$ cat src/rtl/gost_cbc_dec.sv
// Magma (64-bit block, 256-bit key) CBC decryptor for two blocks per operation.
// Runs one Feistel round per clock: 64 cycles from the start sample to done.
module gost_cbc_dec #(
  parameter logic [255:0] KEY = 256'hffeeddccbbaa99887766554433221100f0f1f2f3f4f5f6f7f8f9fafbfcfdfeff,
  parameter logic [63:0]  IV  = 64'h0
) (
  input  logic         clk,
  input  logic         reset_n,
  input  logic [127:0] data_in,
  input  logic         start_trigger,
  output logic [127:0] data_out,
  output logic         done_block,
  output logic [1:0]   state_dbg
);

  localparam logic [1:0] S_IDLE  = 2'd0;
  localparam logic [1:0] S_ROUND = 2'd1;
  localparam logic [1:0] S_DONE  = 2'd2;

  // Handshake: start_trigger is a level sampled only in IDLE; done_block is a
  // one-cycle pulse and data_out is valid from that cycle until the next completion.

  logic [1:0]   state;
  logic [4:0]   rnd;
  logic         blk;
  logic [127:0] cin;
  logic [63:0]  a;
  logic [63:0]  p0;
  logic [63:0]  chain;

  logic [2:0]   kidx;
  logic [31:0]  rkey;
  logic [31:0]  sum;
  logic [31:0]  sub;
  logic [31:0]  g;
  logic [63:0]  res;

  function automatic logic [63:0] pi_tab(input logic [2:0] i);
    case (i)
      3'd0:    pi_tab = 64'hC462A5B9E8D703F1;
      3'd1:    pi_tab = 64'h68239A5C1E47BD0F;
      3'd2:    pi_tab = 64'hB3582FADE174C960;
      3'd3:    pi_tab = 64'hC821D4F670A53E9B;
      3'd4:    pi_tab = 64'h7F5A816D093EB42C;
      3'd5:    pi_tab = 64'h5DF692CAB78143E0;
      3'd6:    pi_tab = 64'h8E25691CF4B0DA37;
      default: pi_tab = 64'h17ED05834FA69CB2;
    endcase
  endfunction

  // Table entries are listed for inputs 0..F starting at the most significant nibble.
  function automatic logic [31:0] s_layer(input logic [31:0] x);
    logic [63:0] t;
    logic [3:0]  v;
    s_layer = '0;
    for (int i = 0; i < 8; i++) begin
      t = pi_tab(3'(i));
      v = x[4*i +: 4];
      s_layer[4*i +: 4] = t[4*(15 - int'(v)) +: 4];
    end
  endfunction

  // Decryption schedule: K1..K8 for rounds 0..7, then K8..K1 repeated.
  assign kidx = (rnd < 5'd8) ? rnd[2:0] : ~rnd[2:0];
  assign rkey = KEY[32*(7 - int'(kidx)) +: 32];
  assign sum  = a[31:0] + rkey;
  assign sub  = s_layer(sum);
  assign g    = {sub[20:0], sub[31:21]};
  assign res  = {a[63:32] ^ g, a[31:0]};

  assign state_dbg = state;

  always_ff @(posedge clk or negedge reset_n) begin
    if (!reset_n) begin
      state      <= S_IDLE;
      rnd        <= '0;
      blk        <= 1'b0;
      cin        <= '0;
      a          <= '0;
      p0         <= '0;
      chain      <= IV;
      data_out   <= '0;
      done_block <= 1'b0;
    end else begin
      case (state)
        S_IDLE: begin
          done_block <= 1'b0;
          if (start_trigger) begin
            cin   <= data_in;
            a     <= data_in[127:64];
            rnd   <= '0;
            blk   <= 1'b0;
            state <= S_ROUND;
          end
        end
        S_ROUND: begin
          if (rnd != 5'd31) begin
            a   <= {a[31:0], a[63:32] ^ g};
            rnd <= rnd + 5'd1;
          end else if (!blk) begin
            p0  <= res ^ chain;
            a   <= cin[63:0];
            blk <= 1'b1;
            rnd <= '0;
          end else begin
            data_out   <= {p0, res ^ cin[127:64]};
            chain      <= cin[63:0];
            done_block <= 1'b1;
            state      <= S_DONE;
          end
        end
        S_DONE: begin
          done_block <= 1'b0;
          state      <= S_IDLE;
        end
        default: begin
          done_block <= 1'b0;
          state      <= S_IDLE;
        end
      endcase
    end
  end

endmodule

$ cat config.mk
export PLATFORM = sky130hd
export DESIGN_NAME = gost_cbc_dec
export DESIGN_NICKNAME = d
export VERILOG_FILES = /design/src/rtl/gost_cbc_dec.sv
export SDC_FILE = /design/constraint.sdc
export NUM_CORES = 1
export LEC_CHECK = 0
export BUFFER_PORTS_ARGS = -buffer_cell sky130_fd_sc_hd__buf_2
export CORE_MARGIN = 2
export CORE_UTILIZATION = 40
export DETAILED_ROUTE_END_ITERATION = 6
export SETUP_SLACK_MARGIN = 0.3
export SYNTH_ARGS = -nofsm -noshare
export SYNTH_HDL_FRONTEND = slang
export SYNTH_SLANG_ARGS = --single-unit
export TNS_END_PERCENT = 100
$ cat constraint.sdc
create_clock -name clk -period 7.3 [get_ports clk]
set_clock_uncertainty 0.1 [all_clocks]
set_input_delay 0.365 -clock clk [delete_from_list [all_inputs] [get_ports clk]]
set_output_delay 0.365 -clock clk [all_outputs]
set_load 0.05 [all_outputs]
==> impl_metrics.yaml <==
place:
  dp_hpwl_um: 59700
  port_buffers: 261
  gp_congestion: 0.966
run:
  cap_violations: 0
route:
  drt_iter0_drc: 1715
  drtAntennaViolNets: 0
  via_per_inst: 5.42
  num_vias: 21000
  routedWlPerCell_um: 22.0
  route.detailed.drc: 0
  firstDrtPassIters: 6
  wl_um: 85100
grt:
  grtUsageTotal_pct: 27.2
  grt_pass1_wl_um: 130000
  grt_overflow: 0
  antenna_found_initial: 1
  first_global_vias: 20700
  grt_max_degree: 155
cts:
  clkLatencyLatePin_ns: 0.60
  cts_tree: "yes"
  cts_num_sinks: 457
  clk_pin_slew_ns: 0.06
  cts_inserted_buffers: 51
  cts.path.max_buffers: 3
  post_cts_buffers: 0
  cts_max_level: 2
  root_buffer: "clkbuf_16"
  ctsResizeCount: 0
synthesis:
  ys_seq_area_share_pct: 47.5
  yosys.area.top_type_share_pct: 47.5
  synth_area_leaders: "dfrtp_1 (47%), nand2_1 (16%), xnor2_1 (4.8%)"
  synth_largest_area_cell: "dfrtp_1"
  synth_ff_type: "dfrtp_1"
  synth_edf_count: 0
  ys_ff_latch: 457
  ys_types: 111
  avgSynthCellArea_um2: 8.74
  syn_nets: 2947
  synthCells: 2755
  syn_area_mm2: 0.0241
  async_flop_share_pct: 100
  ys_warn_count: 0
sta:
  worstMarginPinSlew_ns: 1.47
  rsz0062_at_grt: "false"
  timing.final.crit_share_pct: 87.3
  finalHoldViolCount: 0
  max_freq_ghz: 0.157
  fin_setup_tns_ns: 0
  period_minus_slack_ns: 6.38
  slew_headroom_pct: 1.98
  final_max_slew_viol_count: 0
  finalSetupViolCount: 0
setup_path:
  cp.required_ns: 7.65
  worstSetupStartpointType: "flip-flop"
  critical_path_class: "flip-flop to flip-flop"
  end_kind: "flip-flop"
  critPathMaxFanout: 19
  crit_arrival_ns: 6.73
layout:
  finalNetCount: 3254
  drive_gt1_share_pct: 14.3
  fillers: 5622
  areaGrowthSynthToFinish_pct: 20.4
die:
  ios: 262
  core.rowCount: 89
  die-area_mm2: 0.0622
  die_w_um: 249
  die_h_um: 249
  fp.coreArea_mm2: 0.0592
  start_util_pct: 40.7
status:
  status: "finished, final reports clean"
min_path:
  min_path_type: "input port to asynchronous set/reset pin"
[Yosys cell counts (all sizes together) (6+ instances only)]
library cell and n:
o211a 6, a22oi 10, o21ai 232, a21oi 102, ha 61, or2 6, dfrtp 457, nand4b 8
o21a 10, nand2 1002, nor3 22, or4b 6, a21o 17, mux2i 65, o31ai 9, a311oi 8
or3 16, nand3 38, o2111ai 8, xnor2 135, buf 24, a221oi 9, a211oi 12, nand2b 12
xor2 54, o211ai 16, or4 7, and3 12, and2 13, nand4 6, inv 40, nor2 82
clkbuf 147, a2111oi 6, a31oi 14
[cells in the final DEF (no fill, tap or decap), drive strengths merged, types with 13 or more instances in the layout]
cell and count:
inv 43, o21ai 232, mux2i 65, nor3 22, a31oi 14, nor2 82, nand2 1002, ha 61
xor2 54, o211ai 16, nand3 38, dfrtp 457, xnor2 135, a21o 17, dlygate4sd3 129, or3 16
a21oi 102, clkbuf 70, buf 296, and2 13
[cell families after synthesis]
| logic type | Yosys count | share of synthesized area, % |
|---|---|---|
| fa+ha+maj | 63 | 3.25 |
| compound gates | 504 | 13.2 |
| xor+xnor | 194 | 7.48 |
| buf+inv | 212 | 3.58 |
| flops | 457 | 47.5 |
| simple gates | 1250 | 21.5 |
| mux | 75 | 3.49 |
[registers in the layout, summed over array words and instances (netlist names)]
signal,count
rnd,5
blk,1
state_dbg,2
data_out,128
chain,64
p0,64
a,64
done_block,1
cin,128
[routing by layer]
metal | track usage, % | share of wire (%) | vias up | routed length (um)
li1 | - | - | 9798 | -
met3 | 3.50 | 5.5 | 142 | 4670
met1 | 36.6 | 44 | 10400 | 37100
met2 | 44.6 | 47 | 675 | 40000
met4 | 10.6 | 3.9 | 0 | 3350
met5 | 0 | 0 | - | 0
[stage by stage]
stage          utilization (%)  setup WS [ns]  instances  hold slack, ns  instance area [um^2]
4_1_cts                   48.9           1.02       3870           0.278                 29000
2_1_floorplan                -           2.23       2755         -0.0306                 24100
5_1_grt                   48.9          0.489       3870           0.338                 29000
6_report                  48.9          0.924       3871           0.249                 29000
3_5_place_dp              43.9           1.03       3653           0.309                 26000
3_3_place_gp              43.9           1.36       3653           0.312                 26000
[worst paths after layout]
kind	depth (start not counted)	to	slack (ns)	startpoint
min in group clk	2	data_out[87]	0.37	p0[23]
max in group asynchronous	3	cin[68]	5.35	reset_n
max reg2reg	19	data_out[36]	0.92	rnd[2]
min	2	data_out[85]	0.25	reset_n
min reg2reg	2	data_out[87]	0.37	p0[23]
max	19	data_out[36]	0.92	rnd[2]
[final cells by class]
cell class              instances  area [um^2]  share of cell area, %
repair buffers                425         2900                   9.99
well taps                     773          967                   3.34
multi-input cells            2086        11800                   40.8
clock buffers                  70         1470                   5.07
diodes                          1         2.50                0.00863
clock inverters                18          223                  0.768
inverters                      41          159                  0.548
flip-flops and latches        457        11400                   39.4
[what timing repair did]
action / 4_1_cts / 5_1_grt
setup endpoints to repair: 0 / 0
endpoints found under the hold margin: 243 / 0
hold buffers: 129 / 0
[critical path, stage by stage (launching register included)]
cell	delay [ns]
dfrtp_1	0.75
inv_1	0.18
and3_1	0.19
a21oi_1	0.42
ha_1	0.43
a21oi_1	0.47
a211oi_1	0.15
o2bb2ai_1	0.37
o21ai_1	0.22
a311oi_1	0.50
nor3_1	0.18
a2111oi_4	0.58
inv_1	0.18
ha_1	0.26
nor2_1	0.21
or4b_1	0.46
nand4_1	0.16
xnor2_2	0.16
xnor2_1	0.17
o21ai_1	0.08
Power is not shown: default switching activity piles up to over one toggle a cycle in this logic, so the estimate is an artifact.
